<file path="src/rtl/mips_pkg.sv">
// mips_pkg
//   Shared definitions for the multicycle MIPS control path: decoded opcodes,
//   ALUOp encodings (also consumed by the ALU control block), ALU operand B
//   and PC source mux encodings, and the main control state enum.
package mips_pkg;

  localparam int CTRL_ST_W = 4;

  localparam logic [5:0] OP_RTYPE = 6'b000000;
  localparam logic [5:0] OP_LW    = 6'b100011;
  localparam logic [5:0] OP_SW    = 6'b101011;
  localparam logic [5:0] OP_BEQ   = 6'b000100;
  localparam logic [5:0] OP_J     = 6'b000010;
  localparam logic [5:0] OP_ADDI  = 6'b001000;

  localparam logic [1:0] ALUOP_ADD   = 2'b00;
  localparam logic [1:0] ALUOP_SUB   = 2'b01;
  localparam logic [1:0] ALUOP_RTYPE = 2'b10;

  localparam logic [1:0] SRCB_REG   = 2'b00;
  localparam logic [1:0] SRCB_FOUR  = 2'b01;
  localparam logic [1:0] SRCB_IMM   = 2'b10;
  localparam logic [1:0] SRCB_IMMSH = 2'b11;

  localparam logic [1:0] PCSRC_ALU    = 2'b00;
  localparam logic [1:0] PCSRC_ALUOUT = 2'b01;
  localparam logic [1:0] PCSRC_JUMP   = 2'b10;

  typedef enum logic [CTRL_ST_W-1:0] {
    ST_FETCH  = 4'd0,
    ST_DECODE = 4'd1,
    ST_MEMADR = 4'd2,
    ST_MEMRD  = 4'd3,
    ST_MEMWB  = 4'd4,
    ST_MEMWR  = 4'd5,
    ST_EXEC   = 4'd6,
    ST_ALUWB  = 4'd7,
    ST_BRANCH = 4'd8,
    ST_JUMP   = 4'd9,
    ST_ADDIEX = 4'd10,
    ST_ADDIWB = 4'd11
  } ctrl_state_t;

endpackage

</file>
<file path="src/rtl/mips_multicycle_ctrl.sv">
// mips_multicycle_ctrl
//   Main control FSM of the multicycle MIPS datapath. Sequences
//   fetch/decode/execute/memory/writeback from the IR opcode and drives all
//   datapath mux selects and enables. Memory accesses wait on mem_ready.
//
//   state  | meaning
//   FETCH  | read instruction, PC+4; advance when memory ready
//   DECODE | register read, branch target precompute, dispatch on opcode
//   MEMADR | effective address for LW/SW
//   MEMRD  | data read, held until memory ready
//   MEMWB  | MDR -> rt
//   MEMWR  | data write, held until memory ready
//   EXEC   | R-type ALU operation
//   ALUWB  | ALUOut -> rd
//   BRANCH | compare for beq, conditional PC load from ALUOut
//   JUMP   | PC <- jump target
//   ADDIEX | A + signext(imm)
//   ADDIWB | ALUOut -> rt
//
// Ports
//   clk, rst         clock, synchronous active-high reset
//   opcode           instr[31:26]
//   zero             ALU zero flag (branch gating happens in the datapath)
//   mem_ready        memory completes the current access this cycle
//   PCWrite..PCSource datapath controls
//   illegal          one-cycle pulse on unsupported opcode or bad state
//   state_o          current state, debug only
module mips_multicycle_ctrl
  import mips_pkg::*;
#(
  parameter int OPW  = 6,
  parameter int ST_W = CTRL_ST_W
) (
  input  logic            clk,
  input  logic            rst,
  input  logic [OPW-1:0]  opcode,
  input  logic            zero,
  input  logic            mem_ready,
  output logic            PCWrite,
  output logic            PCWriteCond,
  output logic            IorD,
  output logic            MemRead,
  output logic            MemWrite,
  output logic            IRWrite,
  output logic            MemtoReg,
  output logic            RegDst,
  output logic            RegWrite,
  output logic            ALUSrcA,
  output logic [1:0]      ALUSrcB,
  output logic [1:0]      ALUOp,
  output logic [1:0]      PCSource,
  output logic            illegal,
  output logic [ST_W-1:0] state_o
);

  ctrl_state_t r_state;
  ctrl_state_t w_state_nxt;

  // zero is consumed by the datapath's PCWriteCond gating, not here.
  logic w_unused_zero;
  assign w_unused_zero = zero;

  always_ff @(posedge clk) begin
    if (rst) r_state <= ST_FETCH;
    else     r_state <= w_state_nxt;
  end

  assign state_o = r_state;

  always_comb begin
    w_state_nxt = r_state;
    PCWrite     = 1'b0;
    PCWriteCond = 1'b0;
    IorD        = 1'b0;
    MemRead     = 1'b0;
    MemWrite    = 1'b0;
    IRWrite     = 1'b0;
    MemtoReg    = 1'b0;
    RegDst      = 1'b0;
    RegWrite    = 1'b0;
    ALUSrcA     = 1'b0;
    ALUSrcB     = SRCB_REG;
    ALUOp       = ALUOP_ADD;
    PCSource    = PCSRC_ALU;
    illegal     = 1'b0;

    case (r_state)
      ST_FETCH: begin
        MemRead = 1'b1;
        ALUSrcB = SRCB_FOUR;
        ALUOp   = ALUOP_ADD;
        if (mem_ready) begin
          IRWrite     = 1'b1;
          PCWrite     = 1'b1;
          PCSource    = PCSRC_ALU;
          w_state_nxt = ST_DECODE;
        end
      end
      ST_DECODE: begin
        ALUSrcB = SRCB_IMMSH;
        ALUOp   = ALUOP_ADD;
        case (opcode)
          OP_LW, OP_SW: w_state_nxt = ST_MEMADR;
          OP_RTYPE:     w_state_nxt = ST_EXEC;
          OP_BEQ:       w_state_nxt = ST_BRANCH;
          OP_J:         w_state_nxt = ST_JUMP;
          OP_ADDI:      w_state_nxt = ST_ADDIEX;
          default: begin
            w_state_nxt = ST_FETCH;
            illegal     = 1'b1;
          end
        endcase
      end
      ST_MEMADR: begin
        ALUSrcA     = 1'b1;
        ALUSrcB     = SRCB_IMM;
        ALUOp       = ALUOP_ADD;
        // Anything but SW is treated as the load path.
        w_state_nxt = (opcode == OP_SW) ? ST_MEMWR : ST_MEMRD;
      end
      ST_MEMRD: begin
        IorD    = 1'b1;
        MemRead = 1'b1;
        if (mem_ready) w_state_nxt = ST_MEMWB;
      end
      ST_MEMWB: begin
        MemtoReg    = 1'b1;
        RegWrite    = 1'b1;
        w_state_nxt = ST_FETCH;
      end
      ST_MEMWR: begin
        IorD     = 1'b1;
        MemWrite = 1'b1;
        if (mem_ready) w_state_nxt = ST_FETCH;
      end
      ST_EXEC: begin
        ALUSrcA     = 1'b1;
        ALUSrcB     = SRCB_REG;
        ALUOp       = ALUOP_RTYPE;
        w_state_nxt = ST_ALUWB;
      end
      ST_ALUWB: begin
        RegDst      = 1'b1;
        RegWrite    = 1'b1;
        w_state_nxt = ST_FETCH;
      end
      ST_BRANCH: begin
        ALUSrcA     = 1'b1;
        ALUSrcB     = SRCB_REG;
        ALUOp       = ALUOP_SUB;
        PCWriteCond = 1'b1;
        PCSource    = PCSRC_ALUOUT;
        w_state_nxt = ST_FETCH;
      end
      ST_JUMP: begin
        PCWrite     = 1'b1;
        PCSource    = PCSRC_JUMP;
        w_state_nxt = ST_FETCH;
      end
      ST_ADDIEX: begin
        ALUSrcA     = 1'b1;
        ALUSrcB     = SRCB_IMM;
        ALUOp       = ALUOP_ADD;
        w_state_nxt = ST_ADDIWB;
      end
      ST_ADDIWB: begin
        RegWrite    = 1'b1;
        w_state_nxt = ST_FETCH;
      end
      default: begin
        // Encodings 12..15 are unreachable; recover and flag.
        illegal     = 1'b1;
        w_state_nxt = ST_FETCH;
      end
    endcase

    // Reset kills any in-flight request immediately, not just at the edge.
    if (rst) begin
      PCWrite     = 1'b0;
      PCWriteCond = 1'b0;
      IorD        = 1'b0;
      MemRead     = 1'b0;
      MemWrite    = 1'b0;
      IRWrite     = 1'b0;
      MemtoReg    = 1'b0;
      RegDst      = 1'b0;
      RegWrite    = 1'b0;
      ALUSrcA     = 1'b0;
      ALUSrcB     = SRCB_REG;
      ALUOp       = ALUOP_ADD;
      PCSource    = PCSRC_ALU;
      illegal     = 1'b0;
    end
  end

endmodule

</file>
<file path="config.mk">
export PLATFORM = sky130hd
export DESIGN_NAME = mips_multicycle_ctrl
export DESIGN_NICKNAME = d
export VERILOG_FILES = /design/src/rtl/mips_pkg.sv /design/src/rtl/mips_multicycle_ctrl.sv
export SDC_FILE = /design/constraint.sdc
export NUM_CORES = 1
export LEC_CHECK = 0
export CORE_MARGIN = 2
export CORE_UTILIZATION = 35
export CTS_CLUSTER_DIAMETER = 100
export DETAILED_ROUTE_END_ITERATION = 16
export PLACE_DENSITY = 0.74
export SYNTH_ARGS = -nofsm -noshare
export SYNTH_HDL_FRONTEND = slang
export SYNTH_SLANG_ARGS = --single-unit
</file>
<file path="constraint.sdc">
create_clock -name clk -period 1.9 [get_ports clk]
set_clock_uncertainty 0.05 [all_clocks]
set_input_delay 0.38 -clock clk [delete_from_list [all_inputs] [get_ports clk]]
set_output_delay 0.38 -clock clk [all_outputs]
set_load 0.02 [all_outputs]
</file>
After elaboration in Yosys (flattened, before gate mapping)
Index checks and enable logic that the tools add are counted.
{ "word_totals": {"register_bits": 4, "input_bits": 10, "output_inout_bits": 21, "elab_cells": 67} }
{ "classes": {"n_eq_ne": 19, "mux": 36, "reduce_logical": 11} }
{ "op_table": {"columns": ["op", "count"], "rows": [
  ["case mux 4 bit (7 select lines)", 1],
  ["two-way mux 1 bit", 22],
  ["case mux 4 bit (5 select lines)", 1],
  ["equality test 4 x 3 -> 1 bit, second input constant", 4],
  ["equality test 4 bit, second input constant", 4],
  ["equality test 6 bit, second input constant", 2],
  ["two-way mux 4 bit", 3],
  ["OR reduction 11 bit", 1],
  ["equality test 4 x 2 -> 1 bit, second input constant", 2],
  ["case mux 2 bit (2 select lines)", 2],
  ["OR reduction 2 bit", 4],
  ["equality test 6 x 2 -> 1 bit, second input constant", 1],
  ["equality test 6 x 3 -> 1 bit, second input constant", 1],
  ["equality test 6 x 4 -> 1 bit, second input constant", 1],
  ["logical NOT 6 bit", 1],
  ["two-way mux 2 bit", 3],
  ["!= test 2 bit, second input constant", 3],
  ["case mux 2 bit (3 select lines)", 1],
  ["OR reduction 6 bit", 1],
  ["equality test 4 x 1 -> 1 bit, second input constant", 1],
  ["logical NOT 4 bit", 1],
  ["case mux 1 bit (2 select lines)", 2],
  ["OR reduction 4 bit", 1],
  ["two-way mux 3 bit", 1],
  ["2 further kinds", 2]
]} }

Longest topological paths before layout
Gate-level depths: netlist of the first run.
{ "depth": {"depth_word": 5, "mapped_depth": 5, "depth_no_buf": 4} }

Worst setup path before layout of the first run
OpenSTA, ideal clock, no wires.
{ "synth_timing": {"path_kind": "register -> output", "from": "reg r_state[3], in the netlist state_o[3]", "to": "out ALUSrcA", "arrival_time_ps": 1875, "t_required_ps": 1470, "setup_slack_ps": -405, "stages_incl_launch_ff": 4, "cell_sequence": "dfxtp_1 > buf_2 > nor2_1 > a2111oi_0"} }
{ "synth_between": {"elab_chain_cells": 4, "word_cells_on_any_way": 7, "cone_classes": "eq/ne: 4; mux: 2; reduce/logical: 1"} }
{ "synth_rtl": {"columns": ["item", "line", "source"], "rows": [
  ["from (decl)", "mips_multicycle_ctrl.sv:56", "ctrl_state_t r_state;"],
  ["from (signal assigned)", "mips_multicycle_ctrl.sv:65", "else r_state <= w_state_nxt;"],
  ["equality test 4 bit, or another cell as far along", "mips_multicycle_ctrl.sv:87", "case (r_state)"],
  ["OR reduction 4 bit (no line) (*)", null, null],
  ["two-way mux 1 bit (*)", "mips_multicycle_ctrl.sv:87", null],
  ["two-way mux 1 bit (*)", "mips_multicycle_ctrl.sv:178", "if (rst) begin"],
  ["to (decl)", "mips_multicycle_ctrl.sv:48", "output logic ALUSrcA,"]
]} }
Every way passes the cells marked *; elsewhere a longest branch is shown, timed or not.

Worst setup path after layout of the first run
{ "layout_timing": {"from": "reg r_state[0], in the netlist state_o[0]", "to": "out RegWrite"} }
{ "layout_between": {"elab_chain_cells": 4, "word_cells_on_any_way": 6, "cone_classes": "eq/ne: 3; mux: 2; reduce/logical: 1"} }
{ "layout_rtl": {"columns": ["item", "line", "source"], "rows": [
  ["equality test 4 bit or equality test 4 x 3 -> 1 bit (tied branches)", "mips_multicycle_ctrl.sv:87", null],
  ["OR reduction 3 bit (no line) (*)", null, null],
  ["two-way mux 1 bit (*)", "mips_multicycle_ctrl.sv:87", null],
  ["two-way mux 1 bit (*)", "mips_multicycle_ctrl.sv:178", null],
  ["to (decl)", "mips_multicycle_ctrl.sv:47", "output logic RegWrite,"]
]} }
Marked as above.

==> results.txt, run 1 <==
Status - finished with violations
Failing checks - negative setup slack
Synth area leader - dfxtp_1
DRT iter0 DRCs - 8
Post-synth cell types - 39
Clock buffer count from CTS - 3
Hold Crit Depth - 4
Pre-antenna DRT Iters - 4
Clock slew at reported path FFs - 0.04 ns
H-Tree Depth - 1
Worst min path class - in2reg
Core area - 0.00149 mm2
Cells after Synth - 82
Die area - 0.00190 mm2
Dpl cells - 156
Vias in the first global route - 835
Post-Syn Area - 549 um2
Top post-synthesis cells by area - dfxtp_1 (15%), nor2_1 (6.8%), nor4_1 (5.7%), nor3_1 (5.5%), nand2b_1 (4.6%)
Final wirelength - 2310 um
CTS sink count - 4
Post-synthesis sequential area ratio - 0.146
Yosys reg bits - 4
Most frequent cell after synthesis - nor2_1
Antenna Nets Post-Route - 0
Syn_area_per_cell - 6.70 um2
Min Clock Period, post-route - 1.93 ns
Worst-path maximum fanout - 4
First-pass GRT wire length - 3750 um
Area after DPL - 0.00109 mm2
Crit. Startpoint - state_o[0]
Clock root buffer - clkbuf_4
Hpwl dp - 1650 um
RSZ-0062 raised after global routing - yes
Commonest cells post-synth - nor2_1 (10), nor3_1 (6), nand2_1 (5), nor4_1 (5), o21ai_0 (5)
Share of cells above drive strength 1 - 0.507
Largest net degree at the start of global routing - 15
Final instance area - 0.00113 mm2
Slew margin rel. - 0.794
WL/cell - 14.4 um
Port bufs - 29
Final setup TNS - -0.0290 ns
Synth warn - 0
Via count - 900
Pwr Density - 344 mW/mm2
Ports - 31
Hold Crit Start - mem_ready
Fin. Hold Viols - 0
Die Y - 43.6 um
Main synth FF type - dfxtp_1
Pins over their slew limit - 0
Area share of the largest cell type after synthesis - 0.146
Startpoint Class - flip-flop
Final WS setup - -0.0290 ns
Post-synth EDFFs - 0
Max reg flops - 4
Busiest grt layer - met2
Met1 usage - 0.320
Starting Density - 0.369
Final period utilization - 1.02
Residual DRC - 0
Crit path required time - 1.47 ns
Gr usage total - 0.261
Maximum clock frequency - 0.518 GHz
Async SR Flop Fraction - 0
Type of the worst setup path - reg2out
Grt total ovfl - 0
Max Cap Viol - 0
Path depth of the worst reg2reg path - 6
Fin Hold WS - 0.634 ns
Met3 usage - 0.0250
P_leak - 0.515 nW
Synthesized Nets - 92
Crit path DAT - 1.50 ns
Synth-to-layout area growth - 105%
GP Congestion - 0.789
Maximum vdd ir drop - 0.201 mV
NumNets Final - 156
Reg2reg start - state_o[0]
Overall power - 0.000388 W
Final Setup Violations - 1
Grt met2 use - 0.450
Rows - 14
Insertion delay to the later sink of the worst-skew pair - 0.26 ns
Post-DR vias/cell - 5.63
Worst setup EP type - output pin
Initial antenna violation count - 0
Die width - 43.6 um
Max clock buf depth - 2
Fin cells - 160
Worst slew pin tran - 0.306 ns
CTS tree - yes
Antenna Cells - 0
==> critical path, cell delays in order, from the launching register on <==
cell and delay (ns):
dfxtp_4 0.36, nor2b_1 0.15, or2_1 0.22, o32a_1 0.29, nor2_1 0.08, buf_4 0.14
==> through the flow <==
stage / util / worst slack, ns
after floorplan: - / -0.147
after global placement: 0.735 / -0.639
after detailed placement: 0.735 / -0.683
after CTS: 0.739 / -0.0327
after global routing: 0.756 / -0.0430
final: 0.756 / -0.0290
==> cells in the final DEF, fill, tap and decap left out, types with 2 or more instances in the layout <==
| cell | count |
|---|---|
| buf_6 | 3 |
| nand4_1 | 2 |
| o21ai_1 | 2 |
| dfxtp_4 | 2 |
| buf_4 | 43 |
| inv_1 | 3 |
| nor4_1 | 4 |
| nand2_1 | 5 |
| dlygate4sd2_1 | 5 |
| clkbuf_2 | 2 |
| nor3_4 | 2 |
| nand3_1 | 2 |
| o21ai_0 | 4 |
| nor2_1 | 9 |
| nor2b_1 | 2 |
| nor3_1 | 4 |
| nand2b_1 | 3 |
| clkdlybuf4s50_1 | 5 |
| buf_2 | 7 |
| clkbuf_4 | 3 |
==> layer usage <==
layer  up-vias  wire length, um
met1       424              936
li1        436                -
met3         7              112
met4         0               64
met5         -                0
met2        33             1190
==> final timing paths <==
| path | to | slack (ns) |
|---|---|---|
| worst max-delay path | RegWrite | -0.03 |
| worst min register to register | state_o[3] | 0.71 |
| worst max register to register | state_o[1] | 0.37 |
| worst min-delay path | state_o[1] | 0.63 |
==> timing repair <==
item | CTS | global route
pin swaps | 9 | 4
setup endpoints to repair | 18 | 7
hold buffers | 0 | 0
buffers inserted | 0 | 1
resized for setup | 99 | 13
==> cells by family after synthesis <==
logic type / Yosys count / synth area share
xor gates and xnor gates: 1 / 0.0159
muxes: 1 / 0.0182
buffers and inverters: 10 / 0.0957
and+or+nand+nor: 46 / 0.465
AOI/OAI and AO/OA: 20 / 0.260
DFF: 4 / 0.146
==> power breakdown <==
| group | leakage [nW] | switching, W | internal (W) |
|---|---|---|---|
| sequential | 0.0344 | 0.00000486 | 0.0000861 |
| combinational | 0.466 | 0.0000894 | 0.0000906 |
| clock | 0.0138 | 0.0000455 | 0.0000713 |
| total | 0.515 | 0.000140 | 0.000248 |
==> cell type report <==
class,instances,area [um2]
repair buffers,66,507
multi-input cells,68,477
fillers,127,363
flip-flops and latches,4,88.8
clock buffers,3,22.5
well taps,16,20.0
inverters,3,11.3
Power figures use the tool's default switching activity.
==> run 2: changes to the inputs <==
--- a/config.mk
+++ b/config.mk
@@ -9,7 +9,7 @@
 export CORE_UTILIZATION = 35
 export CTS_CLUSTER_DIAMETER = 100
 export DETAILED_ROUTE_END_ITERATION = 16
-export PLACE_DENSITY = 0.74
+export PLACE_DENSITY = 0.76
 export SYNTH_ARGS = -nofsm -noshare
 export SYNTH_HDL_FRONTEND = slang
 export SYNTH_SLANG_ARGS = --single-unit
==> run 2 against run 1 <==
Effect of this change:
- the flow still finishes with violations (negative setup slack)
- die area unchanged
- non-clock buffer count decreased by 4
- worst setup slack improved by 0.0070 ns
- cell area decreased by 3.6%
- combinational power decreased by 7%
- core utilization decreased by 2.7 points
- hold slack got worse by 0.057 ns
- via count decreased by 5.1%
- cell count decreased by 2.5%
- wire length decreased by 9.4%
==> results.txt, run 2 (synthesis gave the netlist of run 1 again) <==
Status - finished with violations
Failing checks - negative setup slack
Worst slew pin tran - 0.309 ns (+0.00276 ns)
Most common cell after layout, fill and taps aside - buf_4
Worst setup EP type - output pin
Hpwl dp - 1610 um (-2.1%)
Fin cells - 156 (-2.5%)
Pwr Density - 351 mW/mm2 (+1.8%)
Grt total ovfl - 0 (unchanged)
Antenna Nets Post-Route - 0 (unchanged)
Via count - 854 (-5.1%)
Residual DRC - 0 (unchanged)
Type of the worst setup path - reg2out
Insertion delay to the later sink of the worst-skew pair - 0.25 ns (about the same)
Pre-CTS WS - -0.688 ns (-0.00469 ns)
WL/cell - 13.4 um (-7.1%)
Gr usage total - 0.233 (-0.0288)
P_leak - 0.493 nW (-4.2%)
Die width - 43.6 um (unchanged)
Synth-to-layout area growth - 97.7%
Final wirelength - 2090 um (-9.4%)
Die area - 0.00190 mm2 (unchanged)
Ports - 31 (unchanged)
CTS sink count - 4 (unchanged)
Share of cells above drive strength 1 - 0.493 (-0.0141)
NumNets Final - 152 (-2.6%)
Leading cell types in the layout, fill and taps excluded - buf_4 (35), nor2_1 (10), buf_2 (9)
Maximum vdd ir drop - 0.449 mV (+120%)
Fin. Hold Viols - 0 (unchanged)
Crit path required time - 1.47 ns (about the same)
Port bufs - 29 (unchanged)
Clock slew at reported path FFs - 0.04 ns (about the same)
Dpl cells - 152 (-2.6%)
Min Clock Period, post-route - 1.92 ns (-0.00703 ns)
Final WS setup - -0.0220 ns (+0.00703 ns)
Pins over their slew limit - 0 (unchanged)
Pre-antenna DRT Iters - 4 (unchanged)
Core Util, Final - 0.729 (-0.0269)
Rows - 14 (unchanged)
Maximum clock frequency - 0.520 GHz (+0.37%)
Clock root buffer - clkbuf_4
GP Congestion - 0.792 (+0.37%)
Final instance area - 0.00109 mm2 (-3.6%)
Worst path slowest cell - dfxtp_2
Worst min path class - in2reg
CP Cell Sequence - nor2b_4 > or2_1 > o32a_1 > nor2_1 > buf_4
Antenna Cells - 0 (unchanged)
Post-DR vias/cell - 5.47 (-2.7%)
Startpoint Class - flip-flop
Max reg flops - 4 (unchanged)
Final period utilization - 1.01 (-0.00370)
Final Setup Violations - 2 (+1)
H-Tree Depth - 1 (unchanged)
Die Y - 43.6 um (unchanged)
Crit path DAT - 1.49 ns (about the same)
Max Cap Viol - 0 (unchanged)
Slew margin rel. - 0.792 (-0.00186)
Initial antenna violation count - 0 (unchanged)
Core area - 0.00149 mm2 (unchanged)
Largest net degree at the start of global routing - 15 (unchanged)
Starting Density - 0.369 (unchanged)
First-pass GRT wire length - 3260 um (-13%)
Vias in the first global route - 762 (-8.7%)
CP max stage delay - 0.35 ns (about the same)
CTS tree - yes
Worst-path maximum fanout - 5 (+1)
Area after DPL - 0.00106 mm2 (-2.7%)
RSZ-0062 raised after global routing - yes
Max clock buf depth - 2 (unchanged)
Clock buffer count from CTS - 3 (unchanged)
DRT iter0 DRCs - 11 (+3)
## run 2: changes by cell type in the layout (fill, tap and decap cells not counted), sizes merged
cell,change
clkbuf,+2
buf,-6
## run 2: timing repair
item,4_1_cts,5_1_grt
setup buffers,1,0
resized for setup,86,21
endpoints found under the hold margin,0,0
endpoints found under the setup margin,19,13
hold buffers,0,0
pin swaps,6,5
## run 2: layout make-up
class / instances / area [um2]
clock buffers: 3 / 22.5
well taps: 16 / 20.0
flip-flops and latches: 4 / 87.6
repair buffers: 62 / 465
fillers: 135 / 403
inverters: 3 / 11.3
multi-input cells: 68 / 479
## run 2: worst max-delay path: cells and delay by family, from the launching register on
| family | cells | cell delay, ns |
|---|---|---|
| and+or+nand+nor | 3 | 0.47 |
| buffers and inverters | 1 | 0.14 |
| DFF | 1 | 0.35 |
| AOI/OAI and AO/OA | 1 | 0.28 |
## run 2: metal layers
| layer | global-route usage | up-vias | share of wire |
|---|---|---|---|
| met5 | 0 | - | 0 |
| met2 | 0.435 | 31 | 0.53 |
| li1 | - | 427 | - |
| met1 | 0.257 | 394 | 0.40 |
| met4 | 0.0364 | 0 | 0.0062 |
| met3 | 0.0750 | 2 | 0.057 |
## run 2: stage by stage
step,hold WS [ns],setup TNS (ns),power (W)
after global routing,0.594,-0.264,0.000404
after CTS,0.619,-0.0964,0.000380
after global placement,0.728,-8.37,0.000254
after detailed placement,0.761,-8.71,0.000258
after floorplan,0.516,-0.202,0.000161
final,0.577,-0.0261,0.000381
## run 2: final timing paths
check | start | cells after the start | slack (ns) | end
hold / removal | rst | 3 | 0.58 | state_o[2]
setup / recovery | state_o[1] | 5 | -0.02 | RegWrite
setup reg to reg | state_o[2] | 5 | 0.46 | state_o[1]
hold reg to reg | state_o[3] | 2 | 0.67 | state_o[3]
## run 2: report_power, final
group	leakage [nW]	internal, W	switching (W)	total (W)
Sequential	0.0346	0.0000873	0.00000605	0.0000933
Clock	0.0138	0.0000715	0.0000478	0.000119
Combinational	0.445	0.0000837	0.0000844	0.000168
Total	0.493	0.000243	0.000138	0.000381
